[config.mk]
export PLATFORM = sky130hd
export DESIGN_NAME = demux_1_8_collect
export DESIGN_NICKNAME = d
export VERILOG_FILES = /design/src/rtl/demux_1_8_collect.sv
export SDC_FILE = /design/constraint.sdc
export NUM_CORES = 1
export LEC_CHECK = 0
export CAP_MARGIN = 20
export CORE_MARGIN = 10
export CORE_UTILIZATION = 30
export CTS_CLUSTER_SIZE = 10
export DETAILED_ROUTE_END_ITERATION = 8
export GPL_TIMING_DRIVEN = 1
export PLACE_DENSITY = 0.61
export SLEW_MARGIN = 30
export SYNTH_ARGS = -nofsm -noshare
export SYNTH_HDL_FRONTEND = slang
export SYNTH_SLANG_ARGS = --single-unit
[constraint.sdc]
create_clock -name clk -period 2.6 [get_ports clk]
set_input_delay 0.52 -clock clk [delete_from_list [all_inputs] [get_ports clk]]
set_output_delay 0.52 -clock clk [all_outputs]
set_load 0.005 [all_outputs]
[src/rtl/demux_1_8_collect.sv]
// rtl/demux_1_8_collect.sv - registered 1:8 bit demultiplexer collecting bits into a valid/ready word
module demux_1_8_collect #(
   parameter bit   LSB_FIRST = 1'b1,
   parameter logic FILL_VAL  = 1'b0
) (
   input  logic       clk,
   input  logic       rst,
   input  logic       in_bit,
   input  logic       in_valid,
   output logic       in_ready,
   input  logic [2:0] sel,
   input  logic       mode,
   input  logic       flush,
   output logic [7:0] out_word,
   output logic [7:0] out_mask,
   output logic       out_valid,
   input  logic       out_ready
);

   localparam logic [2:0] START_LANE = LSB_FIRST ? 3'd0 : 3'd7;
   localparam logic [2:0] LAST_LANE  = LSB_FIRST ? 3'd7 : 3'd0;
   localparam logic [7:0] FILL_WORD  = {8{FILL_VAL}};

   typedef enum logic {
      S_COLLECT = 1'b0,
      S_HOLD    = 1'b1
   } state_t;

   state_t     r_state;
   state_t     w_state_next;
   logic [7:0] r_word;
   logic [7:0] r_mask;
   logic [2:0] r_ptr;
   logic       r_word_mode;
   logic       r_valid;

   logic       w_accept;
   logic       w_eff_mode;
   logic [2:0] w_lane;
   logic [7:0] w_lane_onehot;
   logic [7:0] w_word_upd;
   logic [7:0] w_mask_upd;
   logic [7:0] w_mask_next;
   logic       w_word_done;
   logic       w_commit;

   // Lane routing: mode is only sampled on the first bit of a word, later bits reuse the latched mode
   always_comb begin
      w_accept      = in_valid & (r_state == S_COLLECT) & ~rst;
      w_eff_mode    = (r_mask == 8'h00) ? mode : r_word_mode;
      w_lane        = w_eff_mode ? r_ptr : sel;
      w_lane_onehot = 8'b0000_0001 << w_lane;
      w_word_upd    = in_bit ? (r_word | w_lane_onehot) : (r_word & ~w_lane_onehot);
      w_mask_upd    = r_mask | w_lane_onehot;
      w_mask_next   = w_accept ? w_mask_upd : r_mask;
      w_word_done   = w_eff_mode ? (w_lane == LAST_LANE) : (w_mask_upd == 8'hFF);
      w_commit      = (r_state == S_COLLECT) &
                      ((w_accept & w_word_done) | (flush & (w_mask_next != 8'h00)));
   end

   // State register
   always_ff @(posedge clk) begin
      if (rst) begin
         r_state <= S_COLLECT;
      end else begin
         r_state <= w_state_next;
      end
   end

   // Next-state and in_ready decode; in_ready depends only on state, held low during reset
   always_comb begin
      w_state_next = r_state;
      in_ready     = 1'b0;
      case (r_state)
         S_COLLECT: begin
            in_ready = ~rst;
            if (w_commit) begin
               w_state_next = S_HOLD;
            end
         end
         S_HOLD: begin
            if (out_ready) begin
               w_state_next = S_COLLECT;
            end
         end
         default: w_state_next = S_COLLECT;
      endcase
   end

   // Word/mask/pointer datapath: fill lanes while collecting, freeze while holding, clear on handoff
   always_ff @(posedge clk) begin
      if (rst) begin
         r_word      <= FILL_WORD;
         r_mask      <= 8'h00;
         r_ptr       <= START_LANE;
         r_word_mode <= 1'b0;
         r_valid     <= 1'b0;
      end else if (r_state == S_HOLD) begin
         if (out_ready) begin
            r_word  <= FILL_WORD;
            r_mask  <= 8'h00;
            r_ptr   <= START_LANE;
            r_valid <= 1'b0;
         end
      end else begin
         if (w_accept) begin
            r_word      <= w_word_upd;
            r_mask      <= w_mask_upd;
            r_word_mode <= w_eff_mode;
            if (w_eff_mode) begin
               r_ptr <= LSB_FIRST ? (r_ptr + 3'd1) : (r_ptr - 3'd1);
            end
         end
         if (w_commit) begin
            r_valid <= 1'b1;
         end
      end
   end

   assign out_word  = r_word;
   assign out_mask  = r_mask;
   assign out_valid = r_valid;

endmodule
==> flow_summary.toml, run 1 <==
[place]
place_hpwl_mm = 2.96
gp_congestion = 0.842
place_area_um2 = 1610
port_buffers = 27

[routing]
first_pass_iters = 4
dr_total_vias = 1293
drtAntennaViolNets = 0
drc = 0
via_per_inst = 5.55
first_iter_violations = 128
routedWlPerCell_um = 16.2
wirelength_mm = 3.78

[critical_path]
crit_type = "flop to flop"
worst_ep_required_time_ns = 2.79
crit_path_end_kind = "flop"
r2r-start = "out_mask[6]"
r2r-end = "out_word[2]"
rrSetupSlack_ns = 0.24
cp.buffers_inverters = 0
cp_cell_sequence = "nor4_2 > a21boi_1 > nor2_2 > mux2_4 > or3b_1 > a21oi_1"
crit_family = "simple AND/OR/NAND/NOR gates"
crit_fanout = 7
crit_path_top_delay_cell = "nor4_2"
slowest_delay_ns = 0.52
arrival_ns = 2.56
startpoint_type = "flop"
worst_r2r_path_depth = 6

[grt]
grt-ovfl-total = 0
grt_pass1_wl_mm = 6.54
grt_pass1_vias = 1334
antenna_found_initial = 0
grt_usage_pct = 10.8
grt_max_degree = 14

[synthesis]
synth_edf_count = 0
synth_top_area_share_pct = 35.1
synth_sequential_area_ratio_pct = 35.1
synth.yosys.warnings = 0
synth_area_um2 = 1250
syn_inst = 152
synth_area_per_cell_um2 = 8.26
syn_nets = 163
ys_types = 49
synthArstFlopShare_pct = 0
ys_seq_elements = 22
synth_top_area_cell = "dfxtp_1"
ys_top_cells_by_area = "dfxtp_1, nor2_1, a21oi_1, mux2i_1, nand2_1"
synth_ff_type = "dfxtp_1"

[hold_path]
hold_depth = 2
whs_endpoint = "out_word[6]"
min-delay-path-class = "flop to flop"
min_from = "out_word[6]"

[layout]
nFillCells = 423
final_util_pct = 41.0
design_area_um2 = 1650
drive_gt1_share_pct = 9.29
mostFrequentLayoutCell = "clkdlybuf4s50_1"
antenna_cells = 0
area_delta_synth_final_pct = 31.6
final_nets = 196
most-common-layout-cells = "clkdlybuf4s50_1, dfxtp_1, nor2_1, a21oi_1, nand2_1"

[clock_network]
cts_root_buffer = "clkbuf_8"
cts_setup_buffers = 0
cts_resized = 0
clock-sinks = 22
cts-htree-levels = 1
numCtsBuffers = 3
clk_pin_slew_ns = 0.08
clk_latency_ns = 0.26
cts_buffer_depth = 2
cts_tree = "done"
ctsHoldBuffers = 0

[floorplan]
start_util_pct = 31.1
die_height_um = 84.7
num_rows = 23
die_width_um = 84.7
design.die.area_um2 = 7170
core_um2 = 4030
io_pins = 28

[power]
vdd_ir_drop_max_mv = 0.227
cellLeakagePower_uw = 0.000611
power_density_nw_per_um2 = 476
fin_total_pwr_uw = 786

[timing]
hold_ws_ns = 0.487
period_needed_ns = 2.36
finalHoldViolCount = 0
worst_pin_slew_ns = 0.582
drv_slew = 0
rsz0062_at_grt = "false"
fin_setup_tns_ns = 0
setup_violations = 0
fin_skew_ns = 0.00539
maxSlewHeadroom_pct = 61.2
fin_crit_sh_pct = 90.9
clock.fmax_ghz = 0.423

[run_status]
status = "finished clean"

[flow_run]
cap_violations = 0
worst max path at each step:
stage,startpoint,slack [ns],endpoint,cells after the start
after global placement,mode,0.12,out_word[2],6
after detailed placement,sel[0],0.001,out_word[1],7
after global routing,out_mask[6],0.04,out_word[6],6
final,out_mask[6],0.24,out_word[2],6
after CTS,out_mask[6],0.28,out_word[6],6
after floorplan,out_mask[2],0.59,out_word[4],6
state kept, by name, indices dropped and copies added (netlist names):
signal	cells
out_mask	8
out_valid	1
out_word	8
r_ptr	3
r_state	1
r_word_mode	1
final cells by class:
| cell class | count | area (um^2) | share of cell area [%] |
|---|---|---|---|
| clock buffer | 3 | 41.3 | 2.50 |
| timing repair buffer | 33 | 315 | 19.1 |
| multi-input combinational | 122 | 781 | 47.3 |
| sequential | 22 | 440 | 26.7 |
| tap | 50 | 62.6 | 3.79 |
| inverter | 3 | 11.3 | 0.682 |
power by group:
part           switching [uW]  internal [uW]  total (uW)
Clock                     107            103         210
Sequential               19.3            353         372
Combinational             110           94.4         204
Total                     236            551         786
logic make-up (layout without fill, tap and decap cells):
group | Yosys count | after routing | share of synthesized area (%)
AND/OR/NAND/NOR | 62 | 62 | 27.2
AO/OA/AOI/OAI | 51 | 51 | 27.4
flip-flops | 22 | 22 | 35.1
buffers and inverters | 8 | 39 | 2.69
multiplexers | 6 | 6 | 5.18
XOR/XNOR | 2 | 2 | 1.40
adder cells (fa/ha/maj) | 1 | 1 | 0.997
per-stage QoR:
step / std cells / setup slack (ns)
floorplan: 152 / 0.586
finish: 233 / 0.237
CTS: 233 / 0.279
global placement: 230 / 0.120
detailed placement: 230 / 0.000977
global route: 233 / 0.0432
worst min-delay path, delay by kind of cell (launching register included):
family | cells | cell delay (ns)
flops | 1 | 0.32
compound gates | 2 | 0.13
routing by layer:
metal,GRT usage [%],up-vias,routed length [um]
met4,5.54,0,70
met2,16.9,44,1760
li1,-,632,-
met3,2.42,6,194
met5,0,-,0
met1,13.5,611,1760
synthesized netlist by cell type, drive strengths merged (4+ instances only):
master and count:
nand2b 5, nand2 12, o21ai 8, nand3 5
a21oi 14, or3b 4, dfxtp 22, nor2 22
mux2i 5, clkbuf 4
Note: power is estimated with default switching activity, not from simulation.
==> run 2: changes to the inputs <==
--- a/config.mk
+++ b/config.mk
@@ -5,13 +5,14 @@
 export SDC_FILE = /design/constraint.sdc
 export NUM_CORES = 1
 export LEC_CHECK = 0
-export CAP_MARGIN = 20
+export CAP_MARGIN = 30
 export CORE_MARGIN = 10
 export CORE_UTILIZATION = 30
+export CTS_BUF_LIST = sky130_fd_sc_hd__clkbuf_8
 export CTS_CLUSTER_SIZE = 10
 export DETAILED_ROUTE_END_ITERATION = 8
 export GPL_TIMING_DRIVEN = 1
-export PLACE_DENSITY = 0.61
+export PLACE_DENSITY = 0.59
 export SLEW_MARGIN = 30
 export SYNTH_ARGS = -nofsm -noshare
 export SYNTH_HDL_FRONTEND = slang
==> flow_summary.toml, run 2 (synthesized netlist as in run 1, its figures left out) <==
[run_status]
status = "finished clean"

[place]
gp_congestion = 0.938
place_area_um2 = 1600
port_buffers = 27
place_hpwl_mm = 2.94
dpl_worst_slack_ns = 0.0892

[layout]
mostFrequentLayoutCell = "clkdlybuf4s50_1"
drive_gt1_share_pct = 8.79
area_delta_synth_final_pct = 32.8
final_nets = 194
antenna_cells = 0
design_area_um2 = 1670
most-common-layout-cells = "clkdlybuf4s50_1, dfxtp_1, nor2_1, a21oi_1, nand2_1"
nFillCells = 405

[floorplan]
core_um2 = 4030
design.die.area_um2 = 7170
die_height_um = 84.7
die_width_um = 84.7
start_util_pct = 31.1
num_rows = 23
io_pins = 28

[grt]
grt_max_degree = 14
gr-usage-met2_pct = 16.9
grt_usage_pct = 10.4
grt-busiest-layer = "met2"
grt-ovfl-total = 0
grt_pass1_wl_mm = 6.27
grt_pass1_vias = 1235
met3_usage_pct = 2.90
use_met1_pct = 12.9
antenna_found_initial = 0

[routing]
drc = 0
first_iter_violations = 82
wirelength_mm = 3.75
via_per_inst = 5.46
routedWlPerCell_um = 16.2
first_pass_iters = 4
drtAntennaViolNets = 0
dr_total_vias = 1266

[critical_path]
cp_cell_sequence = "nor4_2 > a21boi_1 > nor2_2 > mux2_4 > or3b_1 > a21oi_1"
slowest_delay_ns = 0.54
cp.buffers_inverters = 0
worst_ep_required_time_ns = 2.79
crit_path_top_delay_cell = "nor4_2"
startpoint_type = "flop"
crit_type = "flop to flop"
arrival_ns = 2.61
r2r-start = "out_mask[6]"
startpoint = "out_mask[6]"
crit_path_end_kind = "flop"
crit_family = "simple AND/OR/NAND/NOR gates"
crit_fanout = 7

[power]
fin_total_pwr_uw = 894
power_density_nw_per_um2 = 537
vdd_ir_drop_max_mv = 0.432
cellLeakagePower_uw = 0.000615

[clock_network]
cts_setup_buffers = 0
cts_root_buffer = "clkbuf_8"
clk_latency_ns = 0.26
clk_pin_slew_ns = 0.08
cts_resized = 0
cts_buffer_depth = 2
clock-sinks = 22
cts_tree = "done"
cts-htree-levels = 1
ctsHoldBuffers = 0
numCtsBuffers = 3

[timing]
finalHoldViolCount = 0
rsz0062_at_grt = "false"
fin_crit_sh_pct = 93.1
setup_violations = 0
worst_pin_slew_ns = 0.568
drv_slew = 0
period_needed_ns = 2.42
worst_slack_ns = 0.180
clock.fmax_ghz = 0.413
maxSlewHeadroom_pct = 62.2
fin_setup_tns_ns = 0
fin_skew_ns = 0.00523

[flow_run]
cap_violations = 0

[hold_path]
min_from = "out_word[2]"
min-delay-path-class = "flop to flop"
-- run 2: changes by cell type in the layout (fill, tap and decap cells not counted) --
cell,before,now
buf_4,6,4
bufinv_16,0,1
-- run 2: worst paths after layout --
check,to,slack [ns],depth (start not counted)
worst min-delay path,out_word[2],0.48,2
worst max register to register,out_word[6],0.18,6
worst max-delay path,out_word[6],0.18,6
worst min register to register,out_word[2],0.48,2
-- run 2: metal layers --
metal | part of all wire, % | wire length [um] | vias to the layer above
met3 | 6.5 | 245 | 2
li1 | - | - | 627
met5 | 0 | 0 | -
met2 | 47 | 1760 | 50
met1 | 46 | 1730 | 587
met4 | 0.51 | 19 | 0
-- run 2: cell type report --
cell class              count  area [um^2]  share of cell area, %
inverters                   3         11.3                  0.676
clock buffers               3         41.3                   2.48
flip-flops and latches     22          440                   26.4
repair buffers             31          300                   18.0
clock inverters             1         30.0                   1.80
well taps                  50         62.6                   3.75
multi-input cells         122          781                   46.8
-- run 2: tightest hold or removal path, delay by kind of cell, from the launching register on --
kind           cells  cell delay, ns
AO/OA/AOI/OAI      2            0.13
flip-flops         1            0.32
-- run 2: through the flow --
step | utilization (%) | cells | hold WS (ns)
final | 41.4 | 232 | 0.485
after global routing | 41.4 | 232 | 0.527
after CTS | 41.4 | 232 | 0.488
after detailed placement | 39.6 | 228 | 0.470
after global placement | 39.6 | 228 | 0.466
after floorplan | - | 152 | 0.461
-- run 2: where the power goes --
group | switching [uW] | leakage, uW | internal, uW
Combinational | 108 | 0.000401 | 92.1
Sequential | 19.5 | 0.000178 | 353
Clock | 116 | 0.0000357 | 206
==> run 3: changes to the inputs <==
--- a/config.mk
+++ b/config.mk
@@ -12,7 +12,8 @@
 export CTS_CLUSTER_SIZE = 10
 export DETAILED_ROUTE_END_ITERATION = 8
 export GPL_TIMING_DRIVEN = 1
-export PLACE_DENSITY = 0.59
+export PLACE_DENSITY = 0.56
+export SKIP_LAST_GASP = 1
 export SLEW_MARGIN = 30
 export SYNTH_ARGS = -nofsm -noshare
 export SYNTH_HDL_FRONTEND = slang
==> flow_summary.toml, run 3 (synthesized netlist as in run 1, its figures left out) <==
[grt]
grt_pass1_vias = 1256
grt_max_degree = 14
grt-ovfl-total = 0
grt_usage_pct = 10.6
antenna_found_initial = 0
grt_pass1_wl_mm = 6.49

[floorplan]
design.die.area_um2 = 7170
core_um2 = 4030
num_rows = 23
io_pins = 28
die_height_um = 84.7
start_util_pct = 31.1
die_width_um = 84.7

[layout]
final_nets = 196
most-common-layout-cells = "clkdlybuf4s50_1, dfxtp_1, nor2_1, a21oi_1, nand2_1"
final_util_pct = 41.3
nFillCells = 407
drive_gt1_share_pct = 9.78
area_delta_synth_final_pct = 32.7
mostFrequentLayoutCell = "clkdlybuf4s50_1"
antenna_cells = 0

[timing]
worst_pin_slew_ns = 0.609
maxSlewHeadroom_pct = 59.4
period_needed_ns = 2.27
finalHoldViolCount = 0
setup_violations = 0
fin_skew_ns = 0.00724
hold_ws_ns = 0.488
fin_setup_tns_ns = 0
drv_slew = 0
fin_crit_sh_pct = 87.5
worst_slack_ns = 0.326
rsz0062_at_grt = "false"
clock.fmax_ghz = 0.440

[power]
power_density_nw_per_um2 = 499
swShare_pct = 29.5
internal_power_uw = 585
cellLeakagePower_uw = 0.000617
p_seq_share_pct = 45.4
vdd_ir_drop_max_mv = 0.222
power.switching_uw = 245
clock_power_share_pct = 30.0
pwr-share-comb_pct = 24.6

[clock_network]
ctsHoldBuffers = 0
numCtsBuffers = 3
cts_buffer_depth = 2
cts_resized = 0
cts-htree-levels = 1
clock-sinks = 22
cts_root_buffer = "clkbuf_8"
cts_setup_buffers = 0
clk_latency_ns = 0.26
cts_tree = "done"
clk_pin_slew_ns = 0.09

[routing]
first_pass_iters = 5
drtAntennaViolNets = 0
routedWlPerCell_um = 16.4
via_per_inst = 5.50
first_iter_violations = 206
wirelength_mm = 3.84
drc = 0
dr_total_vias = 1288

[flow_run]
cap_violations = 0

[place]
gp_congestion = 0.886
place_hpwl_mm = 2.98
port_buffers = 27
dpl_worst_slack_ns = 0.106

[hold_path]
min-delay-path-class = "flop to flop"

[critical_path]
crit_family = "simple AND/OR/NAND/NOR gates"
arrival_ns = 2.47
worst_ep_required_time_ns = 2.79
crit_path_top_delay_cell = "clkdlybuf4s50_1"
crit_type = "primary input to flop"
startpoint_type = "primary input"
slowest_delay_ns = 0.52
cp_cell_sequence = "clkdlybuf4s50_1 > or3b_2 > a21boi_0 > a311oi_1 > nor3b_1 > o2111ai_1 > o21ai_0"
crit_fanout = 6
crit_path_end_kind = "flop"
cp.buffers_inverters = 1

[run_status]
status = "finished clean"
## run 3: cell types whose count changed in the layout (fill, tap and decap cells not counted)
cell / delta
buf_4: +2
bufinv_16: -1
clkbuf_8: +1
## run 3: cell type report
cell class | instances | area (um^2) | area share, %
inverters | 3 | 11.3 | 0.676
well taps | 50 | 62.6 | 3.76
repair buffers | 33 | 315 | 18.9
multi-input cells | 122 | 781 | 46.9
flip-flops and latches | 22 | 440 | 26.4
clock buffers | 4 | 55.1 | 3.31
## run 3: path summary, 6_finish.rpt
path                             startpoint           to  slack (ns)  depth (start not counted)
worst max-delay path                 sel[1]      r_state        0.33                          7
worst min-delay path              out_valid    out_valid        0.49                          2
worst max register to register  out_mask[6]  out_word[6]        0.33                          7
worst min register to register    out_valid    out_valid        0.49                          2
## run 3: metrics by stage
step | power [uW] | cell area (um^2) | instances
after floorplan | 498 | 1250 | 152
after global placement | 588 | 1610 | 230
after detailed placement | 586 | 1610 | 230
after CTS | 831 | 1670 | 234
after global routing | 871 | 1670 | 234
final | 830 | 1670 | 234
## run 3: layer usage
metal	up-vias	GRT usage, %	wire length, um
li1	630	-	-
met1	596	14.3	1840
met2	56	15.9	1700
met3	6	3.00	268
met4	0	2.69	34
met5	-	0	0
## run 3: power groups by stage
| stage | sequential (uW) | combinational (uW) | clock (uW) |
|---|---|---|---|
| 2_1_floorplan | 374 | 124 | 0 |
| 3_3_place_gp | 384 | 204 | 0 |
| 3_5_place_dp | 385 | 202 | 0 |
| 4_1_cts | 377 | 203 | 251 |
| 5_1_grt | 380 | 223 | 268 |
| 6_report | 377 | 204 | 249 |
## run 3: worst reg2reg max path: stages, from the launching register on
cell	delay (ns)
dfxtp_1	0.36
nor4_2	0.37
buf_4	0.20
and3_1	0.29
nor2_2	0.09
mux2_4	0.36
or3b_1	0.39
a21oi_1	0.14
